### src/rtl/cpu_mc_pkg.sv
// rtl/cpu_mc_pkg.sv - shared opcodes, ALU control codes and FSM states for cpu_mc
// Purpose: single source of truth for instruction decode constants.
// Contents: opcode localparams, ALUctl encodings, state_e enum,
//           op_to_aluctl() and op_writes_back() decode helpers.
package cpu_mc_pkg;

  localparam logic [2:0] OP_ADD  = 3'b000;
  localparam logic [2:0] OP_SUB  = 3'b001;
  localparam logic [2:0] OP_AND  = 3'b010;
  localparam logic [2:0] OP_OR   = 3'b011;
  localparam logic [2:0] OP_SLT  = 3'b100;
  localparam logic [2:0] OP_LI   = 3'b101;
  localparam logic [2:0] OP_NOP  = 3'b110;
  localparam logic [2:0] OP_HALT = 3'b111;

  localparam logic [2:0] ALU_AND = 3'b000;
  localparam logic [2:0] ALU_OR  = 3'b001;
  localparam logic [2:0] ALU_ADD = 3'b010;
  localparam logic [2:0] ALU_SUB = 3'b110;
  localparam logic [2:0] ALU_SLT = 3'b111;

  typedef enum logic [1:0] {
    FETCH  = 2'd0,
    EXEC   = 2'd1,
    WB     = 2'd2,
    HALTED = 2'd3
  } state_e;

  // Non-ALU opcodes (LI/NOP/HALT) map to ADD; their ALU result is ignored.
  function automatic logic [2:0] op_to_aluctl(input logic [2:0] op);
    logic [2:0] ctl;
    ctl = ALU_ADD;
    case (op)
      OP_ADD:  ctl = ALU_ADD;
      OP_SUB:  ctl = ALU_SUB;
      OP_AND:  ctl = ALU_AND;
      OP_OR:   ctl = ALU_OR;
      OP_SLT:  ctl = ALU_SLT;
      default: ctl = ALU_ADD;
    endcase
    return ctl;
  endfunction

  // Opcodes 000..101 (the five ALU ops plus LI) update the register file.
  function automatic logic op_writes_back(input logic [2:0] op);
    return (op <= OP_LI);
  endfunction

endpackage

### src/rtl/cpu_mc_alu.sv
// rtl/cpu_mc_alu.sv - combinational W-bit ALU for cpu_mc
// Purpose: ADD/SUB/AND/OR/SLT with signed-overflow detection for ADD/SUB.
// Ports:
//   ALUctl   in  3  operation select (ALU_* codes from cpu_mc_pkg)
//   A, B     in  W  operands
//   ALUOut   out W  result, modulo 2^W; SLT gives 0/1 zero-extended
//   Overflow out 1  signed overflow of ADD/SUB, 0 for every other op
module alu_w
  import cpu_mc_pkg::*;
#(
  parameter int W          = 4,
  parameter bit SIGNED_SLT = 1'b0
) (
  input  logic [2:0]   ALUctl,
  input  logic [W-1:0] A,
  input  logic [W-1:0] B,
  output logic [W-1:0] ALUOut,
  output logic         Overflow
);

  logic [W-1:0] sum;
  logic [W-1:0] diff;
  logic         lt;

  always_comb begin
    sum  = A + B;
    diff = A - B;
    if (SIGNED_SLT) begin
      lt = ($signed(A) < $signed(B));
    end else begin
      lt = (A < B);
    end

    ALUOut   = '0;
    Overflow = 1'b0;
    case (ALUctl)
      ALU_ADD: begin
        ALUOut   = sum;
        // Like-signed operands producing an opposite-signed sum.
        Overflow = (A[W-1] == B[W-1]) && (sum[W-1] != A[W-1]);
      end
      ALU_SUB: begin
        ALUOut   = diff;
        // Unlike-signed operands where the result sign leaves A's sign.
        Overflow = (A[W-1] != B[W-1]) && (diff[W-1] != A[W-1]);
      end
      ALU_AND: ALUOut = A & B;
      ALU_OR:  ALUOut = A | B;
      ALU_SLT: ALUOut = {{(W-1){1'b0}}, lt};
      default: ALUOut = '0;
    endcase
  end

endmodule

### src/rtl/cpu_mc.sv
// rtl/cpu_mc.sv - parametrised multi-cycle CPU (FETCH/EXEC/WB) with write-back strobe
// Purpose: fetches one instruction per handshake and retires it through a
//          fixed three-state sequence; HALT parks the core until reset.
// Ports:
//   CLK          in  1   clock
//   RST_N        in  1   asynchronous active-low reset
//   Instruction  in  IW  {OP[2:0], RS, RT, RD}; LI uses {RS,RT} as immediate
//   instr_valid  in  1   Instruction valid
//   instr_ready  out 1   core in FETCH and able to accept
//   WriteData    out W   last written value (held between write-backs)
//   wb_valid     out 1   one-cycle pulse per register write
//   wb_reg       out RA  destination of the last write-back
//   zero         out 1   last written value is zero
//   overflow     out 1   signed overflow of last write-back (ADD/SUB only)
//   halted       out 1   HALT has executed
module cpu_mc
  import cpu_mc_pkg::*;
#(
  parameter  int W          = 4,
  parameter  int NREG       = 4,
  parameter  bit SIGNED_SLT = 1'b0,
  localparam int RA         = $clog2(NREG),
  localparam int IW         = 3 + 3 * RA
) (
  input  logic          CLK,
  input  logic          RST_N,
  input  logic [IW-1:0] Instruction,
  input  logic          instr_valid,
  output logic          instr_ready,
  output logic [W-1:0]  WriteData,
  output logic          wb_valid,
  output logic [RA-1:0] wb_reg,
  output logic          zero,
  output logic          overflow,
  output logic          halted
);

  state_e        state_q, state_d;
  logic [IW-1:0] ir_q, ir_d;
  logic [W-1:0]  regs_q [NREG];
  logic [W-1:0]  regs_d [NREG];
  logic [W-1:0]  res_q, res_d;
  logic          res_ovf_q, res_ovf_d;
  logic [W-1:0]  wdata_q, wdata_d;
  logic          wb_valid_q, wb_valid_d;
  logic [RA-1:0] wb_reg_q, wb_reg_d;
  logic          zero_q, zero_d;
  logic          ovf_q, ovf_d;

  // Instruction fields, decoded from the IR so operands stay stable
  // through EXEC and WB regardless of what the source drives.
  logic [2:0]      op;
  logic [RA-1:0]   rs, rt, rd;
  logic [2*RA-1:0] imm;
  logic [W-1:0]    imm_ext;
  logic [W-1:0]    op_a, op_b;
  logic [2:0]      aluctl;
  logic [W-1:0]    alu_out;
  logic            alu_ovf;

  assign op     = ir_q[IW-1:IW-3];
  assign rs     = ir_q[3*RA-1:2*RA];
  assign rt     = ir_q[2*RA-1:RA];
  assign rd     = ir_q[RA-1:0];
  assign imm    = ir_q[IW-4:RA];
  assign op_a   = regs_q[rs];
  assign op_b   = regs_q[rt];
  assign aluctl = op_to_aluctl(op);

  // Immediate is 2*RA bits wide: truncate or zero-extend to fit W.
  if (2 * RA >= W) begin : g_imm_trunc
    assign imm_ext = imm[W-1:0];
  end else begin : g_imm_zext
    assign imm_ext = {{(W - 2 * RA){1'b0}}, imm};
  end

  alu_w #(
    .W          (W),
    .SIGNED_SLT (SIGNED_SLT)
  ) u_alu (
    .ALUctl   (aluctl),
    .A        (op_a),
    .B        (op_b),
    .ALUOut   (alu_out),
    .Overflow (alu_ovf)
  );

  always_comb begin
    state_d    = state_q;
    ir_d       = ir_q;
    regs_d     = regs_q;
    res_d      = res_q;
    res_ovf_d  = res_ovf_q;
    wdata_d    = wdata_q;
    wb_valid_d = 1'b0;
    wb_reg_d   = wb_reg_q;
    zero_d     = zero_q;
    ovf_d      = ovf_q;

    case (state_q)
      FETCH: begin
        if (instr_valid) begin
          ir_d    = Instruction;
          state_d = EXEC;
        end
      end
      EXEC: begin
        res_d     = (op == OP_LI) ? imm_ext : alu_out;
        res_ovf_d = ((op == OP_ADD) || (op == OP_SUB)) ? alu_ovf : 1'b0;
        state_d   = (op == OP_HALT) ? HALTED : WB;
      end
      WB: begin
        if (op_writes_back(op)) begin
          regs_d[rd] = res_q;
          wdata_d    = res_q;
          wb_reg_d   = rd;
          zero_d     = (res_q == '0);
          // Non-ADD/SUB results carry a 0 overflow bit, which clears the flag.
          ovf_d      = res_ovf_q;
          wb_valid_d = 1'b1;
        end
        state_d = FETCH;
      end
      HALTED: state_d = HALTED;
      default: state_d = FETCH;
    endcase
  end

  always_ff @(posedge CLK or negedge RST_N) begin
    if (!RST_N) begin
      state_q    <= FETCH;
      ir_q       <= '0;
      for (int i = 0; i < NREG; i++) begin
        regs_q[i] <= '0;
      end
      res_q      <= '0;
      res_ovf_q  <= 1'b0;
      wdata_q    <= '0;
      wb_valid_q <= 1'b0;
      wb_reg_q   <= '0;
      zero_q     <= 1'b0;
      ovf_q      <= 1'b0;
    end else begin
      state_q    <= state_d;
      ir_q       <= ir_d;
      regs_q     <= regs_d;
      res_q      <= res_d;
      res_ovf_q  <= res_ovf_d;
      wdata_q    <= wdata_d;
      wb_valid_q <= wb_valid_d;
      wb_reg_q   <= wb_reg_d;
      zero_q     <= zero_d;
      ovf_q      <= ovf_d;
    end
  end

  // Ready and halted decode straight from state, so they follow reset
  // immediately rather than waiting for a clock edge.
  assign instr_ready = (state_q == FETCH);
  assign halted      = (state_q == HALTED);
  assign WriteData   = wdata_q;
  assign wb_valid    = wb_valid_q;
  assign wb_reg      = wb_reg_q;
  assign zero        = zero_q;
  assign overflow    = ovf_q;

endmodule

### config.mk
export PLATFORM = sky130hd
export DESIGN_NAME = cpu_mc
export DESIGN_NICKNAME = d
export VERILOG_FILES = /design/src/rtl/cpu_mc_pkg.sv /design/src/rtl/cpu_mc_alu.sv /design/src/rtl/cpu_mc.sv
export SDC_FILE = /design/constraint.sdc
export NUM_CORES = 1
export LEC_CHECK = 0
export BUFFER_PORTS_ARGS = -buffer_cell sky130_fd_sc_hd__buf_2
export CAP_MARGIN = 10
export CORE_ASPECT_RATIO = 1.75
export CORE_UTILIZATION = 34
export DETAILED_ROUTE_END_ITERATION = 8
export MAX_ROUTING_LAYER = met4
export PLACE_DENSITY_LB_ADDON = 0.1
export SLEW_MARGIN = 10
export SYNTH_ARGS = -nofsm -noshare
export SYNTH_HDL_FRONTEND = slang
export SYNTH_SLANG_ARGS = --single-unit
### constraint.sdc
create_clock -name CLK -period 4.92 [get_ports CLK]
set_clock_uncertainty 0.1 [all_clocks]
set_input_delay 0.246 -clock CLK [delete_from_list [all_inputs] [get_ports CLK]]
set_output_delay 0.246 -clock CLK [all_outputs]
set_load 0.05 [all_outputs]
Yosys cells after proc, flatten, opt, wreduce, memory -nomap -nowiden. Cells that the tools add are included.

Add/sub/neg operators: 2. Magnitude comparators: 6. Eq/ne operators: 18. Mux-type cells: 19. Bitwise operators: 5. Reductions and logical operators: 10.

Operators by type and width (count): 2-to-1 mux 4 bit (6); case mux 4 bit (5 select lines) (1); binary-select mux 4 bit (select 2 bit) (2); bitwise mux 16 bit (1); equality test 3 bit, second input constant (5); case mux 3 bit (4 select lines) (1); equality test 3 x 2 -> 1 bit, second input constant (3); greater-or-equal comparator 3 bit, second input constant (3); inverter 2 -> 3 bit (3); demux 4 bit (select 2 bit) (1); case mux 2 bit (4 select lines) (1); equality test 3 x 1 -> 1 bit, second input constant (2); logical NOT 3 bit (2); adder 4 bit (1); AND 4 bit (1); equality test 2 bit, second input constant (2); logical NOT 4 bit (1); < comparator 4 bit (1); 2-to-1 mux 1 bit (4); OR 4 bit (1); AND reduction 2 bit (2); subtractor 4 bit (1); less-or-equal comparator 3 bit, second input constant (1); logical AND 1 bit (3); other kinds (9) (11).

Register bits: 41. Bits of input ports: 12. Output and inout bits: 11. Logic and storage cells: 73.

Longest topological paths before layout.
Depth in word-level cells: 9. Gate-level depth with buffers: 10. Depth with buffers taken out: 9.

Hierarchy. From an unflattened synthesis, not the netlist that was laid out.

Cell total of the unflattened synthesis: 197. Area total of the unflattened synthesis: 2371.0 sq um.

Modules (own cells, without submodules): cpu_mc (instances 1, cells an instance 127, area an instance 1848.0 sq um, sequential area each 1026.0 sq um); alu_w (instances 1, cells an instance 70, area an instance 523.0 sq um, sequential area each 0.0 sq um).

Worst setup path after synthesis. OpenSTA, ideal clock, no wires.

Kind: register -> register. Start: reg ir_q[2]. End: reg res_q[1]. Library setup time: 0.083 ns. Data arrival time: 2.413 ns. Data required time: 4.737 ns. Path slack: 2.325 ns. Stages on the path, launching flop included: 9. Path buffers: 1. Period minus slack after synthesis: 2.595 ns. Cells stage by stage: dfrtp_1 > clkbuf_1 > mux4_2 > ha_1 > fa_1 > mux2_2 > a21oi_1 > o221ai_1 > o21ai_0.

Word-level cells in the longest chain between the ends: 7. Elaborated cells on any way between the ends: 10. Those cells by class: 2 x add/sub; 5 x mux; 3 x bitwise.

Ends and longest elaborated chain: start, declared (RTL line cpu_mc.sv:39) `logic [IW-1:0] ir_q, ir_d;`; start signal, assigned (RTL line cpu_mc.sv:145) `ir_q <= ir_d;`; inverter 2 -> 3 bit (not written as such) * (RTL line cpu_mc.sv:67) `assign op_b = regs_q[rt];`; binary-select mux 4 bit (select 2 bit) * (RTL line cpu_mc.sv:67); 2-to-1 mux 4 bit (not written as such) * (2 in a row) (RTL line cpu_mc.sv:67); subtractor 4 bit, or another cell as far along (RTL line cpu_mc_alu.sv:27) `diff = A - B;`; case mux 4 bit (5 select lines) * (RTL line cpu_mc_alu.sv:36) `case (ALUctl)`; 2-to-1 mux 4 bit * (RTL line cpu_mc.sv:108) `res_d = (op == OP_LI) ? imm_ext : alu_out;`; end signal, assigned (RTL line cpu_mc.sv:147) `res_q <= res_d;`; end, declared (RTL line cpu_mc.sv:42) `logic [W-1:0] res_q, res_d;`.

Every way passes the cells marked *; elsewhere a longest branch is shown, timed or not. The select of a mux whose other input is x is not followed. A chain may end at the register's enable or synchronous reset.

Worst setup path in the final report.
Start: reg ir_q[4]. End: reg res_q[3].

Word-level cells in the longest chain between the ends: 7. Elaborated cells on any way between the ends: 10. Those cells by class: 2 x add/sub; 5 x mux; 3 x bitwise.

Ends and longest elaborated chain: inverter 2 -> 3 bit (not written as such) * (RTL line cpu_mc.sv:66) `assign op_a = regs_q[rs];`; binary-select mux 4 bit (select 2 bit) * (RTL line cpu_mc.sv:66); 2-to-1 mux 4 bit (not written as such) * (2 in a row) (RTL line cpu_mc.sv:66); subtractor 4 bit, or another cell as far along (RTL line cpu_mc_alu.sv:27); case mux 4 bit (5 select lines) * (RTL line cpu_mc_alu.sv:36); 2-to-1 mux 4 bit * (RTL line cpu_mc.sv:108).

Marked as above.

==> metrics.txt <==
worst r2r src ir_q[4]; top cell type's share of synthesized area 43.8%; Crit path max-delay family compound AO/OA/AOI/OAI gates; Post-CTS Hold Fix Bufs 0; Avg WL per Cell 17.5 um; Yosys warning count 0; critical register-to-register path endpoint res_q[3]; layout cells sized above 1 31.6%; setup TNS 0 ps; # IOs 23; Post-Syn Instances 206; Cell Area, Synth 0.00234 sq mm; critical-path cell list mux4_2, inv_1, ha_1, a21o_1, a21oi_1, o22ai_1, o32ai_1, o31ai_1; Num CTS Buffers 5; GPL Wtd Cong 0.817; CTS tree built; failing checks hold timing; slowest CP cell mux4_2; H-tree levels 2; Inserted Diodes 0; Final Setup Violations 0; final hold violations 26; Syn-to-layout area delta 13.9%; worst min path class primary input to asynchronous set/reset pin; Core Region 0.00659 sq mm; fin nets 250; post-CTS setup buffers 0; Post-synth ARST share 100%; via count 1595; CP Data Required Time 4970 ps; max reg flops 16; Row Count 39; Skew-Pair Late Insertion Delay 290 ps; flop2flop setup slack 2220 ps; DIE AREA 0.00723 sq mm; # DRC 0; time the worst path needs with I/O delays and setup 2700 ps; EDFF count, synth 0; total congestion overflow 0; vias per cell 5.20; max-capacitance violation count 0; hold_ws -12.6 ps; FILL cells 651; initial antenna violation count 0; status finished with violations; most frequent cell after synthesis dfrtp_1; Tcrit/Tclk final 54.9%; pin count of the biggest net entering global routing 42; dpl hpwl 4190 um; clock slew at reported path FFs 70 ps; crit path kind flop to flop; Slew Viols, Final 0; Critical Path Max Stage Delay 620 ps; post-route ant nets 0; I/O Buffers 22; Synth cell types 45; vias in the first global route 1692; CP Buf/Inv Count 1; global-route total usage across every layer 17.1%; syn_nets 232; first-pass GRT wire length 8880 um; max_slew headroom 39.5%; worst slew pin tran 907 ps; Post-synth top cells 41 x dfrtp_1, 35 x nand2_1, 21 x mux2_2, 12 x ha_1, 11 x inv_1; ranking of synthesized cells by area dfrtp_1 44%, mux2_2 10%, mux4_2 7.7%; number of synthesized register bits 41; Starting Density 35.5%; RSZ-0062 raised after global routing false; crit start category flop; Synth area leader dfrtp_1; ys flop type dfrtp_1; register area share after synthesis 43.8%; final WL 5370 um; DIE HEIGHT 112 um; Die X 64.7 um; Biggest register regs_q; CTS root buffer clkbuf_16; maximum root-to-sink buffer count 2; Max Freq 371 MHz; reg2reg path depth 8; Initial DRT Pass Iterations 4; Worst EP arrival 2750 ps; Synth Area per Inst 11.4 sq um; DRC marker count from the first detailed-route iteration 57; # resized after CTS 0; Top Registers regs_q x16, ir_q x9; CTS Sinks 41; CP Capture Type flop; CP Max Fanout 6
how the worst max path moves through the flow:
stage / start / end / slack (ps) / cells past startpoint
finish: ir_q[4] / res_q[3] / 2220 / 8
global route: ir_q[4] / res_q[1] / 1930 / 8
CTS: ir_q[4] / res_q[1] / 2180 / 8
detailed placement: ir_q[4] / res_q[3] / 2210 / 8
global placement: ir_q[4] / res_q[1] / 2240 / 8
floorplan: ir_q[2] / res_q[1] / 2320 / 8
logic make-up (layout without fill, tap and decap cells):
kind of cell             after synthesis  after routing  share of synthesized area [%]
AO/OA/AOI/OAI                         30             30                           8.66
XOR/XNOR                               5              5                           1.87
adder cells (fa/ha/maj)               14             14                           8.12
buffers and inverters                 23             42                           4.38
flip-flops                            41             41                           43.8
multiplexers                          33             33                           20.4
AND/OR/NAND/NOR                       60             60                           12.8
layout by cell type (no fill, tap or decap), types with 3 or more instances in the layout:
cell type	n
nand2_1	35
buf_2	22
mux2_2	21
clkbuf_16	5
a21o_1	3
a21oi_1	5
o22ai_1	3
dfrtp_1	41
ha_1	12
nor2_1	6
xnor2_1	3
mux2_4	4
mux4_2	8
o21ai_0	8
inv_1	11
worst reg2reg max path, delay by kind of cell (launching register included):
kind	cells	cell delay [ps]
multiplexers	1	620
adder cells (fa/ha/maj)	1	260
AO/OA/AOI/OAI	5	950
buffers and inverters	1	130
flip-flops	1	510
metal layers:
metal	wire, um	global-route usage, %	up-vias	share of wire [%]
li1	-	-	758	-
met1	2040	17.5	783	38
met2	2900	29.2	34	54
met3	108	2.25	20	2.0
met4	318	11.7	0	5.9
met5	0	-	-	0
final cells by class:
cell class,instances,area (sq um),share of cell area [%]
timing repair buffer,22,110,4.13
clock buffer,5,125,4.69
sequential,41,1030,38.5
clock inverter,3,46.3,1.74
multi-input combinational,142,1210,45.5
tap,82,103,3.85
inverter,12,45.0,1.69
through the flow:
step / setup slack (ps) / area [sq um] / cells / hold slack, ps / util [%]
2_1_floorplan: 2320 / 2340 / 206 / -150 / -
3_3_place_gp: 2240 / 2500 / 299 / 341 / 37.9
3_5_place_dp: 2210 / 2500 / 299 / 336 / 37.9
4_1_cts: 2180 / 2670 / 307 / 26.0 / 40.5
5_1_grt: 1930 / 2670 / 307 / 80.0 / 40.5
6_report: 2220 / 2670 / 307 / -12.6 / 40.5
Power is not shown: default switching activity piles up to over one toggle a cycle in this logic, so the estimate is an artifact.
